--- src/rtl/mul_red_sched_if.sv ---
// rtl/mul_red_sched_if.sv - request/result handshake bundle for mul_red_sched
//
// Purpose: groups the operation-request channel and the tagged-result channel
// between the NTT/INTT stage sequencer (master) and the issue controller (slave).
// Signals:
//   in_valid / in_ready   request handshake, accepted when both are high
//   in_mode               00 K_NTT, 01 K_INTT, 10 D_NTT, 11 D_INTT
//   in_tag / in_last      request tag and end-of-batch marker
//   out_valid             datapath result valid this cycle (no backpressure)
//   out_tag / out_last    tag and end-of-batch marker of that result
interface mul_red_sched_if #(
  parameter int TAG_W = 8
);
  logic             in_valid;
  logic             in_ready;
  logic [1:0]       in_mode;
  logic [TAG_W-1:0] in_tag;
  logic             in_last;
  logic             out_valid;
  logic [TAG_W-1:0] out_tag;
  logic             out_last;

  modport master (
    output in_valid, in_mode, in_tag, in_last,
    input  in_ready, out_valid, out_tag, out_last
  );

  modport slave (
    input  in_valid, in_mode, in_tag, in_last,
    output in_ready, out_valid, out_tag, out_last
  );
endinterface

--- src/rtl/mul_red_sched.sv ---
// rtl/mul_red_sched.sv - issue controller for the dual-lane 12-bit multiply/reduce datapath
//
// Purpose: accepts tagged operation requests, drives the datapath selects for the
// requested mode, tracks in-flight ops in a valid/tag pipe and returns tagged
// results. A mode change drains the pipe, loads the new selects and inserts one
// settle cycle before the next accept.
// Ports:
//   clk           rising-edge clock
//   rst           asynchronous reset, active low
//   bus           request/result channels (slave side)
//   op_fire       upstream presents A/w this cycle (= accept)
//   sel_a         datapath w-select (10 = delayed w)
//   sel_D_2_INTT  datapath A-select (1 = delayed A)
//   mul_Red_mode  0 K_redu, 1 D_redu
//   busy          FSM not idle or ops in flight
module mul_red_sched #(
  parameter int PIPE_LAT = 3,
  parameter int TAG_W    = 8
) (
  input  logic           clk,
  input  logic           rst,
  mul_red_sched_if.slave bus,
  output logic           op_fire,
  output logic [1:0]     sel_a,
  output logic           sel_D_2_INTT,
  output logic           mul_Red_mode,
  output logic           busy
);

  localparam int DEPTH = PIPE_LAT + 1;
  localparam int CNT_W = $clog2(DEPTH + 1);

  typedef enum logic [2:0] {IDLE, RUN, DRAIN, SWITCH, SETTLE} state_t;

  state_t           state;
  logic [1:0]       cur_mode;
  logic [1:0]       pend_mode;
  logic [CNT_W-1:0] count;
  logic [CNT_W-1:0] count_next;
  logic [DEPTH-1:0] pipe_valid;
  logic [DEPTH-1:0] pipe_last;
  logic [TAG_W-1:0] pipe_tag [DEPTH];
  logic             mode_hit;
  logic             accept;
  logic             retire;

  // Returns {sel_a, sel_D_2_INTT, mul_Red_mode}; the INTT modes use the delayed w.
  function automatic logic [3:0] decode(input logic [1:0] m);
    decode = {m[0], 1'b0, m[1] & m[0], m[1]};
  endfunction

  assign mode_hit     = (bus.in_mode == cur_mode);
  assign bus.in_ready = rst && ((state == IDLE) || (state == RUN)) && mode_hit;
  assign accept       = bus.in_valid && bus.in_ready;
  assign op_fire      = accept;

  // INTT modes carry one extra delay stage in the datapath, so they tap one stage later.
  assign bus.out_valid = cur_mode[0] ? pipe_valid[PIPE_LAT] : pipe_valid[PIPE_LAT-1];
  assign bus.out_last  = cur_mode[0] ? pipe_last[PIPE_LAT]  : pipe_last[PIPE_LAT-1];
  assign bus.out_tag   = cur_mode[0] ? pipe_tag[PIPE_LAT]   : pipe_tag[PIPE_LAT-1];

  assign retire     = bus.out_valid;
  assign count_next = count + CNT_W'(accept) - CNT_W'(retire);
  assign busy       = (state != IDLE) || (count != '0);

  always_ff @(posedge clk or negedge rst) begin
    if (!rst) begin
      pipe_valid <= '0;
      pipe_last  <= '0;
      for (int i = 0; i < DEPTH; i++) pipe_tag[i] <= '0;
    end else begin
      pipe_valid[0] <= accept;
      pipe_last[0]  <= accept && bus.in_last;
      pipe_tag[0]   <= accept ? bus.in_tag : '0;
      for (int i = 1; i < DEPTH; i++) begin
        pipe_valid[i] <= pipe_valid[i-1];
        pipe_last[i]  <= pipe_last[i-1];
        pipe_tag[i]   <= pipe_tag[i-1];
      end
      // An entry already retired at the short tap must never show up at the long tap.
      if (!cur_mode[0]) begin
        pipe_valid[PIPE_LAT] <= 1'b0;
        pipe_last[PIPE_LAT]  <= 1'b0;
        pipe_tag[PIPE_LAT]   <= '0;
      end
    end
  end

  always_ff @(posedge clk or negedge rst) begin
    if (!rst) begin
      state        <= IDLE;
      cur_mode     <= 2'b00;
      pend_mode    <= 2'b00;
      count        <= '0;
      sel_a        <= 2'b00;
      sel_D_2_INTT <= 1'b0;
      mul_Red_mode <= 1'b0;
    end else begin
      count <= count_next;
      case (state)
        IDLE: begin
          if (accept) begin
            state <= RUN;
          end else if (bus.in_valid && !mode_hit) begin
            // Nothing is in flight, so this cycle doubles as the switch cycle.
            cur_mode <= bus.in_mode;
            {sel_a, sel_D_2_INTT, mul_Red_mode} <= decode(bus.in_mode);
            state <= SETTLE;
          end
        end
        RUN: begin
          if (bus.in_valid && !mode_hit) begin
            pend_mode <= bus.in_mode;
            state     <= DRAIN;
          end else if (count_next == '0) begin
            state <= IDLE;
          end
        end
        DRAIN: begin
          if (count_next == '0) state <= SWITCH;
        end
        SWITCH: begin
          cur_mode <= pend_mode;
          {sel_a, sel_D_2_INTT, mul_Red_mode} <= decode(pend_mode);
          state <= SETTLE;
        end
        SETTLE: state <= IDLE;
        default: state <= IDLE;
      endcase
    end
  end

endmodule

--- src/flat_wrapper.sv ---
// flat-port wrapper written by rule: the top's interface ports become plain ports
module mul_red_sched_flat 
#(
  parameter int PIPE_LAT = 3,
  parameter int TAG_W    = 8
)
  (clk, rst, op_fire, sel_a, sel_D_2_INTT, mul_Red_mode, busy, bus_in_valid, bus_in_mode, bus_in_tag, bus_in_last, bus_in_ready, bus_out_valid, bus_out_tag, bus_out_last);
  mul_red_sched_if #(.TAG_W(TAG_W)) bus_i ();
  input  logic clk;
  input  logic rst;
  output logic op_fire;
  output logic [1:0] sel_a;
  output logic sel_D_2_INTT;
  output logic mul_Red_mode;
  output logic busy;
  input wire logic [$bits(bus_i.in_valid)-1:0] bus_in_valid;
  input wire logic [$bits(bus_i.in_mode)-1:0] bus_in_mode;
  input wire logic [$bits(bus_i.in_tag)-1:0] bus_in_tag;
  input wire logic [$bits(bus_i.in_last)-1:0] bus_in_last;
  output wire logic [$bits(bus_i.in_ready)-1:0] bus_in_ready;
  output wire logic [$bits(bus_i.out_valid)-1:0] bus_out_valid;
  output wire logic [$bits(bus_i.out_tag)-1:0] bus_out_tag;
  output wire logic [$bits(bus_i.out_last)-1:0] bus_out_last;
  assign bus_i.in_valid = bus_in_valid;
  assign bus_i.in_mode = bus_in_mode;
  assign bus_i.in_tag = bus_in_tag;
  assign bus_i.in_last = bus_in_last;
  assign bus_in_ready = bus_i.in_ready;
  assign bus_out_valid = bus_i.out_valid;
  assign bus_out_tag = bus_i.out_tag;
  assign bus_out_last = bus_i.out_last;
  mul_red_sched #(.PIPE_LAT(PIPE_LAT), .TAG_W(TAG_W)) u_core (.clk(clk), .rst(rst), .bus(bus_i), .op_fire(op_fire), .sel_a(sel_a), .sel_D_2_INTT(sel_D_2_INTT), .mul_Red_mode(mul_Red_mode), .busy(busy));
endmodule
--- config.mk ---
export PLATFORM = sky130hd
export DESIGN_NAME = mul_red_sched_flat
export DESIGN_NICKNAME = d
export VERILOG_FILES = /design/src/rtl/mul_red_sched_if.sv /design/src/rtl/mul_red_sched.sv /design/src/flat_wrapper.sv
export SDC_FILE = /design/constraint.sdc
export NUM_CORES = 1
export LEC_CHECK = 0
export ABC_AREA = 1
export BUFFER_PORTS_ARGS = -buffer_cell sky130_fd_sc_hd__buf_2
export CORE_AREA = 2 2 63 65
export CTS_BUF_LIST = sky130_fd_sc_hd__clkbuf_16
export DETAILED_ROUTE_END_ITERATION = 12
export DIE_AREA = 0 0 65 67
export PLACE_DENSITY = 0.75
export SKIP_LAST_GASP = 1
export SYNTH_ARGS = -nofsm -noshare
export SYNTH_HDL_FRONTEND = slang
export SYNTH_SLANG_ARGS = --single-unit
--- constraint.sdc ---
create_clock -name clk -period 3.9 [get_ports clk]
set_input_delay 0.585 -clock clk [delete_from_list [all_inputs] [get_ports clk]]
set_output_delay 0.585 -clock clk [all_outputs]
set_load 0.02 [all_outputs]
==> flow_summary.yaml, run 1 <==
finish:
  area_delta_synth_final_pct: 19.2
  post-route-util_pct: 64.7
  post_route_cells_drive_above_1_share_pct: 17.6
  fin_area_um2: 2330
  insertedDiodeCount: 0
  layout.nets: 255
power_and_ir_drop:
  post-layout-total-power_mw: 1.61
  leakagePower_nw: 1.42
  powerDensity_nw_per_um2: 692
  vdd_drop_max_v: 0.000466
sta:
  tightest_slew_ps: 616
  final.min_clock_period_ps: 2840
  finalMaxSlewViolations: 0
  grt_setup_unrepaired: "false"
  timing.final.crit_share_pct: 72.8
  setup_total_negative_slack_ps: 0
  max_freq_ghz: 0.352
  fin_worst_hold_slack_ps: 346
  relSlewSlack_pct: 58.9
  clock_skew_ps: 7.98
  hold_violations: 0
  finalSetupViolations: 0
clock_network:
  htreeDepth: 2
  holdBufCountCts: 0
  cts_tree: "built"
  tritoncts.num_buffers: 5
  cts_setup_buffers: 0
  worst_skew_pair_latency_ps: 290
  clock_path_buffers: 2
  clockRootBuffer: "clkbuf_16"
  cts_num_sinks: 51
  clk_pin_slew_worst_paths_ps: 70
  total_of_cells_resized_after_clock_tree_synthesis: 0
die:
  chipWidth_um: 65
  die_h_um: 67
  num_rows: 22
  floorplan.die_area_um2: 4360
  core_area_um2: 3610
  io_pins: 31
  start_util_pct: 54.3
grt:
  antenna_found_initial: 0
  grt_pass1_vias: 1283
  grt_start_max_net_pins: 53
  grt_pass1_wl_um: 5760
  grt_total_ovfl: 0
  grt_usage_pct: 18.2
critical_path:
  slowest_stage: "dfrtp_1"
  critical_path.startpoint_type: "flip-flop"
  cp.arrival_ps: 3020
  crit_path_max_fanout: 12
  worst-setup-path-type: "reg2reg"
  critPathRequiredTime_ps: 4080
  worstPathBufferInverterCount: 5
  worstPathCellList: "inv_1 -> nand2_1 -> nand2_1 -> nor2_1 -> nand3_1 -> buf_4 -> ha_1 -> inv_1 -> ha_1 -> inv_1 -> fa_1 -> xnor2_1 -> inv_1 -> nand2_1 -> nand2_1 -> nand2_1 -> nand2_1 -> nand3_1 -> nand2_1"
  critPathTopFamily: "simple AND/OR/NAND/NOR gates"
  largest_incremental_delay_on_the_critical_path_ps: 420
  crit_path_end_kind: "flip-flop"
  path_common_cell: "nand2_1"
synthesis:
  synth_nets: 221
  syn_area_per_cell_um2: 9.59
  ys_ff_latch: 51
  ys_seq_area_share_pct: 65.2
  yosysUniqueCellTypes: 19
  syn-instance-count: 204
  synthesis.area_um2: 1960
  total_number_of_yosys_warnings: 0
hold_path:
  hp-class: "reg2reg"
placement:
  hpwlAfterDp_um: 2060
  postPlaceCellArea_um2: 2160
  port-buffer-count: 29
  place_congestion: 0.823
outcome:
  run_status: "finished clean"
job:
  total_of_max_cap_violations: 0
routing:
  detailedRoute.firstIterationViolations: 114
  num_vias: 1313
  drtPass1Iterations: 6
  via_per_inst: 4.57
  post-route-drc-count: 0
  wl_um: 3200
  wl_per_cell_um: 11.1
  antenna_left: 0
==> power breakdown <==
group          switching (mW)  total [mW]  internal, mW
combinational           0.285       0.441         0.155
sequential             0.0683       0.681         0.613
clock                   0.188       0.493         0.305
total                   0.542        1.61          1.07
==> worst paths after layout <==
check / end / startpoint / cells past startpoint / slack, ps
setup / recovery: u_core.state[0] / u_core.cur_mode[0] / 19 / 1060
hold / removal: u_core.pipe_tag[9] / u_core.pipe_tag[17] / 0 / 350
setup reg to reg: u_core.state[0] / u_core.cur_mode[0] / 19 / 1060
hold reg to reg: u_core.pipe_tag[9] / u_core.pipe_tag[17] / 0 / 350
max in group asynchronous: u_core.state[1] / rst / 2 / 3050
min in group asynchronous: u_core.pipe_tag[17] / rst / 2 / 440
==> stage by stage <==
stage	instances	setup WS, ps
finish	287	1060
global route	287	697
CTS	287	1040
detailed placement	279	967
global placement	279	1080
floorplan	204	1300
==> flip-flops by register name, indices dropped and copies added (netlist names) <==
register	flops
u_core.sel_D_2_INTT	1
u_core.pipe_valid	4
u_core.cur_mode	1
u_core.pipe_tag	32
u_core.pipe_last	4
u_core.mul_Red_mode	1
u_core.count	3
u_core.pend_mode	2
u_core.state	3
==> cells by family (layout without fill, tap and decap cells) <==
group	count (synthesis)	after routing	share of synthesized area [%]
buffers and inverters	42	77	8.31
flip-flops	51	51	65.2
AO/OA/AOI/OAI	9	9	3.07
AND/OR/NAND/NOR	96	96	20.0
adder cells (fa/ha/maj)	3	3	2.30
other	1	1	0.192
XOR/XNOR	2	2	0.895
==> cell usage in the layout (no fill, tap or decap), types with 3 or more instances in the layout <==
cell        n
buf_2      29
buf_4       3
nand2_1    71
clkbuf_16   5
dfrtp_1    51
nor2_1     12
nor3_1      3
nand3_1     6
o21ai_0     7
inv_1      37
==> cell usage after synthesis <==
cell type | number | area [µm²]
buf_2 | 1 | 5.00
nand4_1 | 2 | 12.5
inv_1 | 37 | 139
nor2_1 | 12 | 45.0
buf_4 | 1 | 7.51
nand2_1 | 71 | 267
dfrtp_1 | 51 | 1280
xnor2_1 | 2 | 17.5
fa_1 | 1 | 20.0
nand3_1 | 6 | 30.0
clkbuf_1 | 3 | 11.3
conb_1 | 1 | 3.75
o21ai_0 | 7 | 35.0
a21boi_4 | 1 | 18.8
nor3_1 | 3 | 15.0
nor3_4 | 1 | 16.3
ha_1 | 2 | 25.0
o22ai_1 | 1 | 6.26
nor4_1 | 1 | 6.26
==> per-layer routing <==
| metal | routed length [µm] | track usage, % | vias up |
|---|---|---|---|
| li1 | - | - | 674 |
| met1 | 1440 | 23.6 | 600 |
| met2 | 1520 | 26.9 | 30 |
| met3 | 138 | 5.07 | 9 |
| met4 | 97 | 11.7 | 0 |
| met5 | 0 | 0 | - |
==> final cells by class <==
type / instances / area (µm²)
Sequential cell: 51 / 1280
Fill cell: 281 / 1270
Multi-Input combinational cell: 111 / 518
Timing Repair Buffer: 32 / 168
Inverter: 37 / 139
Clock buffer: 5 / 125
Tap cell: 48 / 60.1
Clock inverter: 3 / 46.3
(Power assumes the default switching activity.)
==> run 2, diff against run 1 <==
Clock period 3.9 ns to 2.9 ns, I/O delays scaled along.
==> run 2 against run 1 <==
  * Sequential share of layout area is 0.59 points higher
  * Sequential cell count unchanged
  * Core utilization is 0.62 points lower
  * Clock-buffer cell count is the same
  * Critical path depth fell by 1
  * Worst setup slack worse by 720 ps
  * Cell count up 0.35%
  * Hold slack got worse by 61 ps
  * Clock power up 9.1%
  * Total power is 27% higher
  * Critical path type unchanged
  * Highest routed layer unchanged
==> flow_summary.yaml, run 2 (synthesis gave the netlist of run 1 again) <==
clock_network:
  htreeDepth: 2
  clk_pin_slew_worst_paths_ps: 60
  clock_path_buffers: 2
  cts_setup_buffers: 0
  cts_tree: "built"
  clockRootBuffer: "clkbuf_16"
  cts_num_sinks: 51
  tritoncts.num_buffers: 5
  worst_skew_pair_latency_ps: 280
  holdBufCountCts: 0
finish:
  final_cell_mix: "nand2_1 (71), dfrtp_1 (50), inv_1 (37), buf_2 (29), nor2_1 (12)"
  area_delta_synth_final_pct: 18.0
  post_route_cells_drive_above_1_share_pct: 18.3
  max_flop_register: "u_core.pipe_tag"
  insertedDiodeCount: 0
  layout.nets: 256
  largest_reg_flops: 32
  largestRegisters: "u_core.pipe_tag x32, u_core.pipe_last x4, u_core.pipe_valid x4"
  layout_commonest_cell: "nand2_1"
job:
  total_of_max_cap_violations: 0
die:
  num_rows: 22
  chipWidth_um: 65
  floorplan.die_area_um2: 4360
  die_h_um: 67
  start_util_pct: 54.3
  core_area_um2: 3610
  io_pins: 31
critical_path:
  crit_path_end_kind: "flip-flop"
  critPathRequiredTime_ps: 3070
  crit_path_max_fanout: 6
  critical_path.startpoint_type: "flip-flop"
  worst-setup-path-type: "reg2reg"
  ff2ff_path_depth: 18
  worst_r2r_startpoint: "u_core.cur_mode[0]"
  ff2ff_setup_slack_ps: 340
  cp.arrival_ps: 2730
  regToRegEndpoint: "u_core.state[0]"
routing:
  post-route-drc-count: 0
  wl_per_cell_um: 10.1
  wl_um: 2900
  antenna_left: 0
  num_vias: 1308
  detailedRoute.firstIterationViolations: 109
  drtPass1Iterations: 4
  via_per_inst: 4.54
sta:
  timing.final.crit_share_pct: 88.1
  grt_setup_unrepaired: "false"
  relSlewSlack_pct: 59.4
  tightest_slew_ps: 608
  clock_skew_ps: 3.22
  setup_total_negative_slack_ps: 0
  worst_slack_ps: 344
  finalSetupViolations: 0
  max_freq_ghz: 0.391
  hold_violations: 0
  finalMaxSlewViolations: 0
  final.min_clock_period_ps: 2560
grt:
  grt_pass1_vias: 1213
  grt_pass1_wl_um: 5170
  grt_usage_pct: 16.3
  grt_start_max_net_pins: 53
  grt_total_ovfl: 0
  antenna_found_initial: 0
placement:
  place_congestion: 0.852
  hpwlAfterDp_um: 2040
  placement.setup.worst_slack_ps: 259
  port-buffer-count: 29
hold_path:
  hp-class: "in2async"
power_and_ir_drop:
  vdd_drop_max_v: 0.000478
  powerDensity_nw_per_um2: 885
  post-layout-total-power_mw: 2.04
  leakagePower_nw: 1.42
outcome:
  run_status: "finished clean"
[run 2: cell types whose count changed in the layout (fill, tap and decap cells not counted)]
cell | before | now
clkinv_2 | 0 | 3
buf_4 | 3 | 4
bufinv_16 | 1 | 0
clkinvlp_4 | 1 | 0
dfrtp_1 | 51 | 50
dfrtp_2 | 0 | 1
inv_6 | 1 | 0
[run 2: layout make-up]
type | instances | area (µm²)
clock buffers | 5 | 125
well taps | 48 | 60.1
clock inverters | 3 | 15.0
inverters | 37 | 139
flip-flops and latches | 51 | 1280
multi-input cells | 111 | 518
repair buffers | 33 | 175
fillers | 300 | 1300
[run 2: worst max path at each step]
stage	start	end	slack, ps	cells past startpoint
final	u_core.cur_mode[0]	u_core.state[0]	340	18
after global routing	u_core.cur_mode[0]	u_core.state[0]	30	18
after CTS	u_core.cur_mode[0]	u_core.state[0]	260	18
after detailed placement	bus_in_mode[1]	u_core.state[0]	260	19
after global placement	bus_in_mode[1]	u_core.state[0]	390	19
after floorplan	u_core.cur_mode[0]	u_core.state[0]	300	17
[run 2: power breakdown]
group          switching, mW  internal [mW]
clock                  0.224          0.314
combinational          0.374          0.215
sequential            0.0913          0.826
total                  0.689           1.36
[run 2: through the flow]
| stage | hold slack, ps | util (%) | std cells | instance area [µm²] |
|---|---|---|---|---|
| 2_1_floorplan | 139 | - | 204 | 1960 |
| 3_3_place_gp | 332 | 60.1 | 280 | 2170 |
| 3_5_place_dp | 335 | 60.1 | 280 | 2170 |
| 4_1_cts | 320 | 64.0 | 288 | 2310 |
| 5_1_grt | 353 | 64.1 | 288 | 2310 |
| 6_report | 285 | 64.1 | 288 | 2310 |
[run 2: critical path, cell delays in order (launching register included)]
cell and delay [ps]:
dfrtp_2 420, inv_1 120, nand2_1 80, nand2_1 40, nor2_1 140, nand3_1 120, ha_1 280, inv_1 60
ha_1 130, inv_1 50, fa_1 380, xnor2_1 200, inv_1 60, nand2_1 50, nand2_1 60, nand2_1 80
nand2_1 60, nand3_1 60, nand2_1 50
[run 2: layer usage]
layer / part of all wire, % / GRT usage [%] / up-vias
li1: - / - / 668
met1: 45 / 19.8 / 598
met2: 47 / 26.5 / 34
met3: 5.1 / 3.55 / 8
met4: 2.8 / 10.1 / 0
met5: 0 / 0 / -
[run 2: what timing repair did]
item / CTS / global route
resized for setup: 0 / 1
endpoints found under the setup margin: 0 / 1
endpoints found under the hold margin: 0 / 0
==> run 3, diff against run 2 <==
Settings changed: CORE_AREA 2 2 63 65 to 2 2 83 85, DIE_AREA 0 0 65 67 to 0 0 85 87, PLACE_DENSITY 0.75 to 0.47.
==> run 3 against run 2 <==
  * Combinational power is 0.8% higher
  * Sequential cell count did not move
  * Sequential power shrank 0.4%
  * Clock power up 20%
  * Register-to-register slack better by 110 ps
  * Clock skew increased by 0.88 ps
  * Fmax grew 4.5%
  * Wire length rose by 19%
  * Clock-buffer cell count did not move
  * Non-clock buffer count stayed put
==> flow_summary.yaml, run 3 (synthesis gave the netlist of run 1 again) <==
clock_network:
  cts_num_sinks: 51
  clk_pin_slew_worst_paths_ps: 60
  htreeDepth: 2
  cts_tree: "built"
  total_of_cells_resized_after_clock_tree_synthesis: 0
  clockRootBuffer: "clkbuf_16"
  tritoncts.num_buffers: 5
  cts_setup_buffers: 0
  holdBufCountCts: 0
  clock_path_buffers: 2
  worst_skew_pair_latency_ps: 280
routing:
  via_per_inst: 4.07
  detailedRoute.firstIterationViolations: 74
  num_vias: 1297
  wl_per_cell_um: 10.8
  post-route-drc-count: 0
  antenna_left: 0
  drtPass1Iterations: 5
  wl_um: 3440
grt:
  grt_usage_pct: 10.7
  gr-usage-met1_pct: 13.5
  global_route.peak_usage_layer: "met2"
  grt_pass1_vias: 1296
  grt_pass1_wl_um: 6050
  grt_start_max_net_pins: 53
  antenna_found_initial: 0
  globalRouteMet2Util_pct: 17.1
  grt_util_met3_pct: 2.84
  grt_total_ovfl: 0
power_and_ir_drop:
  powerDensity_nw_per_um2: 907
  leakagePower_nw: 1.42
  vdd_drop_max_v: 0.000564
sta:
  grt_setup_unrepaired: "false"
  timing.final.crit_share_pct: 84.3
  clock_skew_ps: 4.10
  max_freq_ghz: 0.409
  hold_violations: 0
  tightest_slew_ps: 659
  relSlewSlack_pct: 56.0
  finalMaxSlewViolations: 0
  setup_total_negative_slack_ps: 0
  final.min_clock_period_ps: 2450
  finalSetupViolations: 0
  fin_worst_hold_slack_ps: 306
job:
  total_of_max_cap_violations: 0
finish:
  post_route_cells_drive_above_1_share_pct: 17.6
  final-seq-area_um2: 1280
  area_delta_synth_final_pct: 21.2
  layout_commonest_cell: "nand2_1"
  final_cell_mix: "nand2_1 (71), dfrtp_1 (51), inv_1 (37), buf_2 (29), nor2_1 (12)"
  layout.filler_cells: 669
  multi_input_comb_area_um2: 518
  max_flop_register: "u_core.pipe_tag"
  largestRegisters: "u_core.pipe_tag x32, u_core.pipe_last x4, u_core.pipe_valid x4"
  fin_cells: 319
  largest_reg_flops: 32
  layout.nets: 256
  insertedDiodeCount: 0
critical_path:
  cp.arrival_ps: 2620
  critical_path.startpoint_type: "flip-flop"
  critPathRequiredTime_ps: 3080
  worst-setup-path-type: "reg2reg"
  crit_path_max_fanout: 4
  crit_path_end_kind: "flip-flop"
  ff2ff_path_depth: 18
die:
  core_area_um2: 6570
  num_rows: 30
  io_pins: 31
  die_h_um: 87
  chipWidth_um: 85
  start_util_pct: 29.8
  floorplan.die_area_um2: 7400
hold_path:
  hp-class: "in2async"
placement:
  place_congestion: 0.745
  dp.cells: 312
  port-buffer-count: 29
  hpwlAfterDp_um: 2270
outcome:
  run_status: "finished clean"
[run 3: final cells by class]
type,instances,share of cell area [%]
Sequential cell,51,53.8
Multi-Input combinational cell,111,21.8
Timing Repair Buffer,33,7.39
Inverter,37,5.86
Clock buffer,5,5.28
Tap cell,80,4.22
Clock inverter,2,1.58
[run 3: through the flow]
| stage | util [%] | power, mW | area (µm²) | worst slack, ps |
|---|---|---|---|---|
| floorplan | - | 1.35 | 1960 | 303 |
| global placement | 33.6 | 1.53 | 2210 | 358 |
| detailed placement | 33.6 | 1.53 | 2210 | 272 |
| CTS | 36.1 | 2.20 | 2370 | 438 |
| global route | 36.1 | 2.33 | 2370 | 93.8 |
| finish | 36.1 | 2.15 | 2370 | 454 |
[run 3: where the power goes]
| group | internal [mW] | switching [mW] | total [mW] | leakage [nW] |
|---|---|---|---|---|
| Combinational | 0.215 | 0.380 | 0.594 | 0.656 |
| Clock | 0.402 | 0.242 | 0.644 | 0.0759 |
| Sequential | 0.824 | 0.0886 | 0.913 | 0.692 |
[run 3: worst paths after layout]
kind / slack, ps / start / to
max: 450 / u_core.mul_Red_mode / u_core.state[0]
min: 310 / rst / u_core.pipe_tag[9]
max reg2reg: 450 / u_core.mul_Red_mode / u_core.state[0]
min reg2reg: 350 / u_core.pipe_valid[1] / u_core.pipe_valid[2]
max in group asynchronous: 2150 / rst / u_core.mul_Red_mode
min in group clk: 350 / u_core.pipe_valid[1] / u_core.pipe_valid[2]
[run 3: routing by layer]
metal | share of wire, % | wire length, µm
met5 | 0 | 0
met3 | 3.6 | 123
met1 | 47 | 1630
met2 | 48 | 1640
met4 | 1.5 | 51
[run 3: worst max-delay path, stage by stage (launching register included)]
cell and delay, ps:
dfrtp_1 380, inv_1 80, nand2_1 60, nand2_1 50, nor2_1 140, nand3_1 120
ha_1 280, inv_1 60, ha_1 130, inv_1 50, fa_1 380, xnor2_1 210
inv_1 70, nand2_1 60, nand2_1 60, nand2_1 80, nand2_1 50, nand3_1 60
nand2_1 50
